[config.mk]
export PLATFORM = sky130hd
export DESIGN_NAME = spi_master_cmd
export DESIGN_NICKNAME = d
export VERILOG_FILES = /design/src/rtl/spi_pkg.sv /design/src/rtl/spi_shift_reg.sv /design/src/rtl/spi_master_cmd.sv
export SDC_FILE = /design/constraint.sdc
export NUM_CORES = 1
export LEC_CHECK = 0
export ABC_AREA = 1
export BUFFER_PORTS_ARGS = -buffer_cell sky130_fd_sc_hd__buf_4
export CORE_MARGIN = 1
export CORE_UTILIZATION = 45
export CTS_CLUSTER_SIZE = 24
export DETAILED_ROUTE_END_ITERATION = 8
export HOLD_SLACK_MARGIN = 0.08
export PLACE_DENSITY = 0.74
export SLEW_MARGIN = 20
export SYNTH_ARGS = -nofsm -noshare
export SYNTH_HDL_FRONTEND = slang
export SYNTH_HIERARCHICAL = 1
export SYNTH_SLANG_ARGS = --single-unit
[constraint.sdc]
create_clock -name clk -period 2.3 [get_ports clk]
set_clock_uncertainty 0.1 [all_clocks]
set_input_delay 0 -clock clk [delete_from_list [all_inputs] [get_ports clk]]
set_output_delay 0 -clock clk [all_outputs]
set_load 0.1 [all_outputs]
[src/rtl/spi_pkg.sv]
// Shared SPI command definitions: opcode encodings, FSM states and default widths.
// The slave side imports the same opcode constants.
package spi_pkg;

  localparam int CMD_W_DEF  = 10;
  localparam int DATA_W_DEF = 8;

  localparam logic [1:0] OP_WR_ADDR = 2'b00;
  localparam logic [1:0] OP_WR_DATA = 2'b01;
  localparam logic [1:0] OP_RD_ADDR = 2'b10;
  localparam logic [1:0] OP_RD_DATA = 2'b11;

  typedef enum logic [2:0] {
    ST_IDLE    = 3'd0,
    ST_START   = 3'd1,
    ST_SHIFT   = 3'd2,
    ST_WAIT    = 3'd3,
    ST_CAPTURE = 3'd4,
    ST_END     = 3'd5
  } state_e;

endpackage

[src/rtl/spi_shift_reg.sv]
// Generic shift register: parallel load, MSB-first shift with serial input at the LSB.
module spi_shift_reg #(
  parameter int W = 8
) (
  input  logic         clk,
  input  logic         load_i,
  input  logic [W-1:0] data_i,
  input  logic         shift_i,
  input  logic         sin_i,
  output logic [W-1:0] data_o
);

  logic [W-1:0] data_q;

  // Pure datapath: contents are only meaningful after a load or a full shift-in.
  always_ff @(posedge clk) begin
    if (load_i) begin
      data_q <= data_i;
    end else if (shift_i) begin
      data_q <= {data_q[W-2:0], sin_i};
    end
  end

  assign data_o = data_q;

endmodule

[src/rtl/spi_master_cmd.sv]
// SPI command master: serialises 10-bit commands inside an SS_n frame and, for
// read-data commands, collects the returned byte after a fixed turnaround.
module spi_master_cmd
  import spi_pkg::*;
#(
  parameter int CMD_W   = CMD_W_DEF,
  parameter int DATA_W  = DATA_W_DEF,
  parameter int RD_WAIT = 2
) (
  input  logic              clk,
  input  logic              a_rst_n,
  input  logic              cmd_valid,
  input  logic [CMD_W-1:0]  cmd_word,
  output logic              cmd_ready,
  output logic              rsp_valid,
  output logic [DATA_W-1:0] rsp_data,
  output logic              busy,
  output logic              SS_n,
  output logic              MOSI,
  input  logic              MISO
);

  state_e              state_q, state_d;
  logic [3:0]          cnt_q, cnt_d;
  logic                is_rd_q;
  logic                ss_n_q, mosi_q, cmd_ready_q, busy_q;
  logic                rsp_valid_q, rsp_valid_d;
  logic [DATA_W-1:0]   rsp_data_q, rsp_data_d;
  logic [CMD_W-1:0]    tx_data;
  logic [DATA_W-1:0]   rx_data;
  logic                accept;
  logic                unused_tx_lsbs;

  assign accept = cmd_valid && cmd_ready_q;

  spi_shift_reg #(.W(CMD_W)) u_tx (
    .clk     (clk),
    .load_i  (accept),
    .data_i  (cmd_word),
    .shift_i (state_d == ST_SHIFT),
    .sin_i   (1'b0),
    .data_o  (tx_data)
  );

  spi_shift_reg #(.W(DATA_W)) u_rx (
    .clk     (clk),
    .load_i  (1'b0),
    .data_i  ({DATA_W{1'b0}}),
    .shift_i (state_q == ST_CAPTURE),
    .sin_i   (MISO),
    .data_o  (rx_data)
  );

  // Only the MSB of the TX register drives the line.
  assign unused_tx_lsbs = ^tx_data[CMD_W-2:0];

  always_comb begin
    state_d     = state_q;
    cnt_d       = cnt_q;
    rsp_valid_d = 1'b0;
    rsp_data_d  = rsp_data_q;
    case (state_q)
      ST_IDLE: begin
        if (accept) state_d = ST_START;
      end
      ST_START: begin
        state_d = ST_SHIFT;
        cnt_d   = 4'd0;
      end
      ST_SHIFT: begin
        if (cnt_q == 4'(CMD_W - 1)) begin
          cnt_d   = 4'd0;
          state_d = is_rd_q ? ST_WAIT : ST_END;
        end else begin
          cnt_d = cnt_q + 4'd1;
        end
      end
      ST_WAIT: begin
        if (cnt_q == 4'(RD_WAIT - 1)) begin
          cnt_d   = 4'd0;
          state_d = ST_CAPTURE;
        end else begin
          cnt_d = cnt_q + 4'd1;
        end
      end
      ST_CAPTURE: begin
        if (cnt_q == 4'(DATA_W - 1)) begin
          state_d     = ST_END;
          rsp_valid_d = 1'b1;
          rsp_data_d  = {rx_data[DATA_W-2:0], MISO};
        end else begin
          cnt_d = cnt_q + 4'd1;
        end
      end
      ST_END:  state_d = ST_IDLE;
      default: state_d = ST_IDLE;
    endcase
  end

  // Outputs are registered from the next state so they line up with the state they describe.
  always_ff @(posedge clk) begin
    if (!a_rst_n) begin
      state_q     <= ST_IDLE;
      cnt_q       <= 4'd0;
      is_rd_q     <= 1'b0;
      ss_n_q      <= 1'b1;
      mosi_q      <= 1'b0;
      cmd_ready_q <= 1'b0;
      busy_q      <= 1'b0;
      rsp_valid_q <= 1'b0;
      rsp_data_q  <= '0;
    end else begin
      state_q     <= state_d;
      cnt_q       <= cnt_d;
      if (accept) is_rd_q <= (cmd_word[CMD_W-1 -: 2] == OP_RD_DATA);
      ss_n_q      <= (state_d == ST_IDLE) || (state_d == ST_END);
      mosi_q      <= (state_d == ST_SHIFT) && tx_data[CMD_W-1];
      cmd_ready_q <= (state_d == ST_IDLE);
      busy_q      <= (state_d != ST_IDLE);
      rsp_valid_q <= rsp_valid_d;
      rsp_data_q  <= rsp_data_d;
    end
  end

  assign SS_n      = ss_n_q;
  assign MOSI      = mosi_q;
  assign cmd_ready = cmd_ready_q;
  assign busy      = busy_q;
  assign rsp_valid = rsp_valid_q;
  assign rsp_data  = rsp_data_q;

endmodule

==> results of run 1 <==
[power breakdown]
part	switching, mW	internal (mW)	total (mW)
clock network	0.232	0.320	0.552
logic	0.158	0.0805	0.238
registers	0.0197	0.762	0.781
[area by class of cell]
type	count	area (sq um)
clock buffer	6	72.6
clock inverter	2	33.8
fill	374	1620
inverter	19	73.8
multi-input combinational	177	853
sequential	38	931
tap	50	62.6
timing repair buffer	42	350
[routing by layer]
layer / wire (microns) / global-route usage
met1: 1820 / 0.263
met2: 1990 / 0.352
met3: 95 / 0.0379
met4: 106 / 0.114
met5: 0 / 0
[cell usage in the layout, fill, tap and decap left out, drive strengths merged]
cell type / n
conb: 9
clkinv: 2
buf: 28
nor2: 41
xor2: 1
ha: 2
nor3: 2
a21oi: 5
nand3: 19
edfxtp: 17
inv: 18
a211oi: 1
o21ai: 8
or2: 2
nand4: 1
clkbuf: 6
bufinv: 1
dlygate4sd3: 14
nand2: 86
dfxtp: 21
[registers in the layout, summed over array words and instances (netlist names)]
signal and cells:
rsp_valid 1, u_rx/data_o 7, cmd_ready 1, SS_n 1, cnt_q 4, busy 1, state_q 3, MOSI 1
rsp_data 8, u_tx/data_o 10, is_rd_q 1
[worst max-delay path: stages (launching register included)]
cell and delay [ns]:
dfxtp_1 0.40, ha_1 0.23, nand3_2 0.12, nor2_2 0.17
buf_4 0.20, o21ai_0 0.09, nor2_1 0.10, dlygate4sd3_1 0.56
[final timing paths]
| kind | startpoint | to | slack, ns | cells past startpoint |
|---|---|---|---|---|
| setup / recovery | cnt_q[0]$_SDFFE_PN0P_ | rsp_data[0]$_SDFFE_PN0P_ | 0.28 | 7 |
| hold / removal | u_rx/data_o[6]$_DFFE_PP_ | rsp_data[7]$_SDFFE_PN0P_ | 0.38 | 2 |
| setup reg to reg | cnt_q[0]$_SDFFE_PN0P_ | rsp_data[0]$_SDFFE_PN0P_ | 0.28 | 7 |
| hold reg to reg | u_rx/data_o[6]$_DFFE_PP_ | rsp_data[7]$_SDFFE_PN0P_ | 0.38 | 2 |
[what timing repair did]
action / in CTS / in global routing
buffers inserted: 0 / 0
endpoints found under the hold margin: 24 / 0
hold buffers: 14 / 0
==> summary.md, run 1 <==
| Metric | Value |
|---|---|
| Clock tree from TritonCTS | `yes` |
| Post-route cell area | `2380 sq um` |
| # setup viols final | `0` |
| CP Max Fanout | `10` |
| Final Cycle Share | `0.877` |
| CP required | `2.43 ns` |
| Total GRT Usage | `0.213` |
| Post-Layout Cell Count | `334` |
| Worst-path clk slew | `0.07 ns` |
| Netlist Area Pre-Place | `1870 sq um` |
| Critical path class | `flip-flop to flip-flop` |
| Worst Setup Slack, final | `0.284 ns` |
| 1st-iter DRT viols | `114` |
| Sinks on Clock Net | `38` |
| WL/cell | `12.0 microns` |
| CP endpoint kind | `flip-flop` |
| Critical Path AT | `2.15 ns` |
| Total grt overflow | `0` |
| Worst skew pair latency | `0.29 ns` |
| Hold Slack | `0.379 ns` |
| Vias in the first global route | `1,505` |
| Antenna fix cells | `0` |
| Max-Cap Viols | `0` |
| Synthesized instance count | `230` |
| Drt pass-1 iters | `4` |
| Status | `complete, no violations` |
| HPWL after DPL | `2.79 mm` |
| Peak supply drop | `0.443 mV` |
| Max Buffers Root-to-Sink | `2` |
| First-pass GRT wire length | `6.82 mm` |
| Final WL | `4.01 mm` |
| Clk Tree Root Cell | `clkbuf_8` |
| Port Buffer Count | `26` |
| Core area | `4000 sq um` |
| Net count, final | `299` |
| Lkg Pwr | `1.13 nW` |
| Vias per cell | `4.67` |
| H-tree depth | `2` |
| Post-CTS Resized | `0` |
| Vias | `1,559` |
| Final core utilization | `0.594` |
| Dpl cells | `312` |
| Minimum clock period | `2.02 ns` |
| Final Power | `1.57 mW` |
| Initial antenna violation count | `0` |
| RSZ-0062 raised after global routing | `false` |
| Slew Viols, Final | `0` |
| Average size of a mapped cell | `8.12 sq um` |
| Cts bufs inserted | `5` |
| Hold Fails Final Rpt | `0` |
| PD cells | `661 nW/um^2` |
| DRC Markers | `0` |
| Share of layout cells above drive strength 1 | `0.254` |
| Final TNS setup | `0 ns` |
| ANT nets after route | `0` |
| Core Rows | `23` |
| Die area | `4410 sq um` |
| Die X | `66.4 microns` |
| Starting density of the core | `0.467` |
| IO Pins | `27` |
| GP Congestion | `0.866` |
| Area delta synth->final | `27.3%` |
| Setup crit start kind | `flip-flop` |
| Pin count of the biggest net entering global routing | `14` |
| Max Fclk | `496 MHz` |
| Dpl ws | `0.309 ns` |
| Worst hold path type | `flip-flop to flip-flop` |
| Yosys Warn Count | `6` |
| Die Height | `66.4 microns` |
| Area after DPL | `2130 sq um` |
Note: power is estimated with default switching activity, not from simulation.
==> inputs of run 2 (changes only) <==
Settings changed: CAP_MARGIN set to 20, SETUP_SLACK_MARGIN set to 0.3.
==> run 2 against run 1 <==
Effect of this change: sequential share of layout area increased by 0.32 points; clock-buffer cell count unchanged; sequential cell count unchanged; largest power group unchanged; final area decreased by 0.42%; critical endpoint unchanged; sequential power about the same; worst hold slack improved by 0.0021 ns; cell count decreased by 0.30%; setup slack improved by 0.16 ns; maximum frequency increased by 8.5%; global-route usage decreased by 1.3 points; clock power decreased by 24%; die area unchanged.
==> summary.md, run 2 (synthesized netlist as in run 1, its figures left out) <==
| Metric | Value |
|---|---|
| # setup viols final | `0 (unchanged)` |
| Final TNS setup | `0 ns (unchanged)` |
| Final Cycle Share | `0.808 (-0.0684)` |
| Lkg Pwr | `1.12 nW (-1.1%)` |
| Commonest non-fill, non-tap cell in the layout | `nand2_1` |
| Hold Fails Final Rpt | `0 (unchanged)` |
| Die area | `4410 sq um (unchanged)` |
| Setup crit start kind | `flip-flop` |
| Dpl ws | `0.323 ns (+0.0139 ns)` |
| Cts bufs inserted | `5 (unchanged)` |
| Largest register FFs | `10 (unchanged)` |
| H-tree depth | `2 (unchanged)` |
| Initial antenna violation count | `0 (unchanged)` |
| First-pass GRT wire length | `6.37 mm (-6.6%)` |
| IO Pins | `27 (unchanged)` |
| Max Buffers Root-to-Sink | `2 (unchanged)` |
| Critical Path AT | `1.99 ns (-0.16 ns)` |
| Die Height | `66.4 microns (unchanged)` |
| Clk Tree Root Cell | `clkbuf_8` |
| Worst-path clk slew | `0.07 ns (about the same)` |
| PD cells | `607 nW/um^2 (-8.2%)` |
| CP required | `2.43 ns (about the same)` |
| HPWL after DPL | `2.56 mm (-8.3%)` |
| Worst skew pair latency | `0.28 ns (about the same)` |
| Sinks on Clock Net | `38 (unchanged)` |
| Worst hold path type | `flip-flop to flip-flop` |
| DRC Markers | `0 (unchanged)` |
| Final WL | `3.77 mm (-6.0%)` |
| Net count, final | `299 (unchanged)` |
| GP Congestion | `0.868 (+0.14%)` |
| 1st-iter DRT viols | `71 (-38%)` |
| Vias per cell | `4.73 (+1.3%)` |
| Share of layout cells above drive strength 1 | `0.269 (+0.0150)` |
| Critical path class | `flip-flop to flip-flop` |
| Drt pass-1 iters | `4 (unchanged)` |
| ANT nets after route | `0 (unchanged)` |
| Antenna fix cells | `0 (unchanged)` |
| Port Buffer Count | `26 (unchanged)` |
| Core Rows | `23 (unchanged)` |
| Vias | `1,575 (+1.0%)` |
| Max Fclk | `538 MHz (+8.5%)` |
| CP endpoint kind | `flip-flop` |
| Clock tree from TritonCTS | `yes` |
| Total grt overflow | `0 (unchanged)` |
| Minimum clock period | `1.86 ns (-0.157 ns)` |
| Max-Cap Viols | `0 (unchanged)` |
| Slew Viols, Final | `0 (unchanged)` |
| CP Max Fanout | `10 (unchanged)` |
| Status | `complete, no violations` |
| Area delta synth->final | `26.8%` |
| Starting density of the core | `0.467 (unchanged)` |
| Worst Setup Slack, final | `0.441 ns (+0.157 ns)` |
| Vias in the first global route | `1,457 (-3.2%)` |
| WL/cell | `11.3 microns (-5.7%)` |
| Commonest cells after routing, fill and taps aside | `nand2_1 (74), nor2_1 (33), buf_4 (27)` |
| Total GRT Usage | `0.200 (-0.0131)` |
| Die X | `66.4 microns (unchanged)` |
| Core area | `4000 sq um (unchanged)` |
| Peak supply drop | `0.437 mV (-1.2%)` |
| Pin count of the biggest net entering global routing | `14 (unchanged)` |
| RSZ-0062 raised after global routing | `false` |
-- run 2: repair_timing --
item | CTS | global route
setup buffers | 0 | 0
hold endpoints to repair | 27 | 0
hold buffers | 14 | 0
resized for setup | 0 | 7
setup endpoints to repair | 0 | 11
-- run 2: layout make-up --
class                      count  area, sq um
fill                         336         1630
clock buffer                   6         72.6
inverter                      19         73.8
timing repair buffer          42          354
multi-input combinational    177          866
clock inverter                 1         3.75
tap                           50         62.6
sequential                    38          935
-- run 2: final timing paths --
kind                                  from                  endpoint  slack [ns]  cells after the start
setup reg to reg     cnt_q[0]$_SDFFE_PN0P_  rsp_data[0]$_SDFFE_PN0P_        0.44                      7
hold / removal    u_rx/data_o[6]$_DFFE_PP_  rsp_data[7]$_SDFFE_PN0P_        0.38                      2
hold reg to reg   u_rx/data_o[6]$_DFFE_PP_  rsp_data[7]$_SDFFE_PN0P_        0.38                      2
setup / recovery     cnt_q[0]$_SDFFE_PN0P_  rsp_data[0]$_SDFFE_PN0P_        0.44                      7
-- run 2: metal layers --
layer  global-route usage  routed length, microns
met2                0.320                    1840
met4               0.0798                      74
met1                0.254                    1720
met5                    0                       0
met3               0.0569                     146
-- run 2: critical path, cell delays in order, from the launching register on --
cell	delay, ns
dfxtp_2	0.36
ha_2	0.20
nand3_2	0.13
nor2_4	0.14
buf_6	0.15
o21ai_0	0.07
nor2_1	0.09
dlygate4sd3_1	0.55
-- run 2: stage by stage --
step           std cells  utilization  power (mW)  area, sq um  hold slack, ns
6_report             333        0.592        1.44         2370           0.381
4_1_cts              333        0.587        1.45         2350           0.392
2_1_floorplan        238            -       0.956         1900          0.0349
3_5_place_dp         312        0.533        1.01         2130           0.143
3_3_place_gp         312        0.533        1.01         2130           0.148
5_1_grt              333        0.592        1.51         2370           0.419
-- run 2: report_power, final --
part | internal (mW) | total, mW | leakage (nW) | switching, mW
registers | 0.762 | 0.780 | 0.336 | 0.0182
logic | 0.0820 | 0.238 | 0.746 | 0.156
clock network | 0.204 | 0.419 | 0.0387 | 0.214
total | 1.05 | 1.44 | 1.12 | 0.389
==> inputs of run 3 (changes only) <==
Settings changed: PLACE_DENSITY 0.74 to 0.77.
Clock period 2.3 ns to 1.7 ns, I/O delays scaled along.
==> run 3 against run 2 <==
Effect of this change: the run now ends with negative hold slack left; core utilization grew 8.7 points; register-to-register slack lost 0.33 ns; critical path depth grew 1; maximum frequency grew 17%; wire length grew 33%; critical endpoint is now u_tx/data_o[3]$_DFFE_PP_.
==> summary.md, run 3 (synthesized netlist as in run 1, its figures left out) <==
| Metric | Value |
|---|---|
| Pin count of the biggest net entering global routing | `15 (+1)` |
| Setup crit start kind | `flip-flop` |
| Violated checks | `negative hold slack` |
| Sw frac | `0.290 (+0.0192)` |
| Initial antenna violation count | `0 (unchanged)` |
| Port Buffer Count | `26 (unchanged)` |
| Cell Int Power | `1.50 mW (+43%)` |
| Net count, final | `319 (+6.7%)` |
| Share of power burned in registers | `0.500 (-0.043)` |
| Total GRT Usage | `0.230 (+0.0301)` |
| Drt pass-1 iters | `4 (unchanged)` |
| Max Fclk | `628 MHz (+17%)` |
| Critical Path AT | `1.54 ns (-0.45 ns)` |
| HPWL after DPL | `2.79 mm (+8.8%)` |
| Die area | `4410 sq um (unchanged)` |
| CP Max Fanout | `5 (-5)` |
| Largest register FFs | `10 (unchanged)` |
| Dpl cells | `318 (+1.9%)` |
| Clk pwr share | `0.313 (+0.022)` |
| Slew Viols, Final | `0 (unchanged)` |
| Sinks on Clock Net | `38 (unchanged)` |
| Share of layout cells above drive strength 1 | `0.411 (+0.143)` |
| Worst skew pair latency | `0.29 ns (about the same)` |
| Status | `finished with violations` |
| CP endpoint kind | `flip-flop` |
| H-tree depth | `2 (unchanged)` |
| Area delta synth->final | `45.5%` |
| Lkg Pwr | `1.21 nW (+8.4%)` |
| Logic pwr share | `0.188 (+0.022)` |
| Commonest cells after routing, fill and taps aside | `nand2_1 (69), buf_4 (44), nor2_1 (28)` |
| WL/cell | `14.2 microns (+25%)` |
| Die X | `66.4 microns (unchanged)` |
| Commonest non-fill, non-tap cell in the layout | `nand2_1` |
| Antenna fix cells | `0 (unchanged)` |
| 1st-iter DRT viols | `152 (+110%)` |
| Hold Slack | `-0.0166 ns (-0.397 ns)` |
| Total grt overflow | `0 (unchanged)` |
| GP Congestion | `0.844 (-2.7%)` |
| Slowest-stage cell, CP | `dfxtp_4` |
| Post-Layout Cell Count | `354 (+6.3%)` |
| CP required | `1.65 ns (-0.78 ns)` |
| Post-cts hold buffer count | `12 (-2)` |
| Core area | `4000 sq um (unchanged)` |
| DRC Markers | `0 (unchanged)` |
| Clk Tree Root Cell | `clkbuf_8` |
| PD cells | `779 nW/um^2 (+28%)` |
| Max-Cap Viols | `0 (unchanged)` |
| # setup viols final | `0 (unchanged)` |
| Hold Fails Final Rpt | `1 (+1)` |
| First-pass GRT wire length | `7.28 mm (+14%)` |
| Worst-path clk slew | `0.08 ns (about the same)` |
| Minimum clock period | `1.59 ns (-0.266 ns)` |
| Vias per cell | `4.97 (+5.2%)` |
| RSZ-0062 raised after global routing | `true` |
| Die Height | `66.4 microns (unchanged)` |
| Peak supply drop | `0.568 mV (+30%)` |
| Vias | `1,761 (+12%)` |
| Max Buffers Root-to-Sink | `2 (unchanged)` |
| Vias in the first global route | `1,546 (+6.1%)` |
| Critical path class | `flip-flop to flip-flop` |
| ANT nets after route | `0 (unchanged)` |
| Final Cycle Share | `0.937 (+0.129)` |
| Final WL | `5.01 mm (+33%)` |
| CP Cell Sequence | `inv_2 -> ha_4 -> nand4_1 -> nand2_2 -> nand2_2 -> inv_2 -> nor2_4 -> or2_4` |
| Final TNS setup | `0 ns (unchanged)` |
| Worst hold path type | `input pin to flip-flop` |
| Max stage delay on crit path | `0.37 ns (-0.18 ns)` |
| Clock tree from TritonCTS | `yes` |
| Psw | `614 uW (+58%)` |
| Core Rows | `23 (unchanged)` |
| IO Pins | `27 (unchanged)` |
| Cts bufs inserted | `5 (unchanged)` |
| Starting density of the core | `0.467 (unchanged)` |
[run 3: cell types whose count changed in the layout (fill, tap and decap cells not counted), sizes merged]
cell	delta
dlygate4sd3	-2
clkinvlp	+2
or2	+1
buf	+21
inv	-1
[run 3: area by class of cell]
type | instances | area, sq um
Fill cell | 285 | 1280
Multi-Input combinational cell | 178 | 1000
Sequential cell | 38 | 956
Timing Repair Buffer | 61 | 515
Inverter | 19 | 87.6
Clock buffer | 6 | 82.6
Tap cell | 50 | 62.6
Clock inverter | 2 | 12.5
[run 3: path summary, 6_finish.rpt]
path / startpoint / to / slack (ns) / depth (start not counted)
worst max register to register: cnt_q[1]$_SDFFE_PN0P_ / u_tx/data_o[3]$_DFFE_PP_ / 0.11 / 8
worst max-delay path: cnt_q[1]$_SDFFE_PN0P_ / u_tx/data_o[3]$_DFFE_PP_ / 0.11 / 8
worst min register to register: u_rx/data_o[6]$_DFFE_PP_ / rsp_data[7]$_SDFFE_PN0P_ / 0.39 / 2
worst min-delay path: cmd_valid / is_rd_q$_SDFFE_PN0P_ / -0.02 / 3
[run 3: what timing repair did]
action                                 4_1_cts  5_1_grt
pin swaps                                    6       23
buffers inserted                             5       10
resized for setup                           13       32
cloned                                       1        0
endpoints found under the hold margin       29        1
setup endpoints to repair                   32       36
[run 3: per-stage QoR]
stage / power [mW] / instance area (sq um) / hold WS [ns] / utilization / worst slack (ns)
2_1_floorplan: 1.30 / 1950 / 0.0349 / - / 0.0938
3_3_place_gp: 1.37 / 2230 / 0.147 / 0.558 / 0.117
3_5_place_dp: 1.38 / 2230 / 0.152 / 0.558 / 0.109
4_1_cts: 2.06 / 2520 / -0.0308 / 0.631 / 0.136
5_1_grt: 2.19 / 2720 / -0.0121 / 0.679 / 0.0364
6_report: 2.12 / 2720 / -0.0166 / 0.679 / 0.107
[run 3: power by group through the flow]
stage          Combinational [mW]  Clock [mW]  Sequential (mW)
5_1_grt                     0.429       0.698             1.06
6_report                    0.397       0.662             1.06
4_1_cts                     0.347       0.662             1.06
3_3_place_gp                0.299           0             1.08
2_1_floorplan               0.167           0             1.13
3_5_place_dp                0.305           0             1.08
[run 3: critical path: cells and delay by family, from the launching register on]
| family | cells | cell delay [ns] |
|---|---|---|
| buf+inv | 2 | 0.14 |
| fa+ha+maj | 1 | 0.16 |
| simple gates | 5 | 0.59 |
| flops | 1 | 0.37 |
[run 3: metal layers]
layer,wire [microns],global-route usage
met5,0,0
met4,98,0.0984
met3,193,0.0552
met2,2600,0.384
met1,2120,0.282
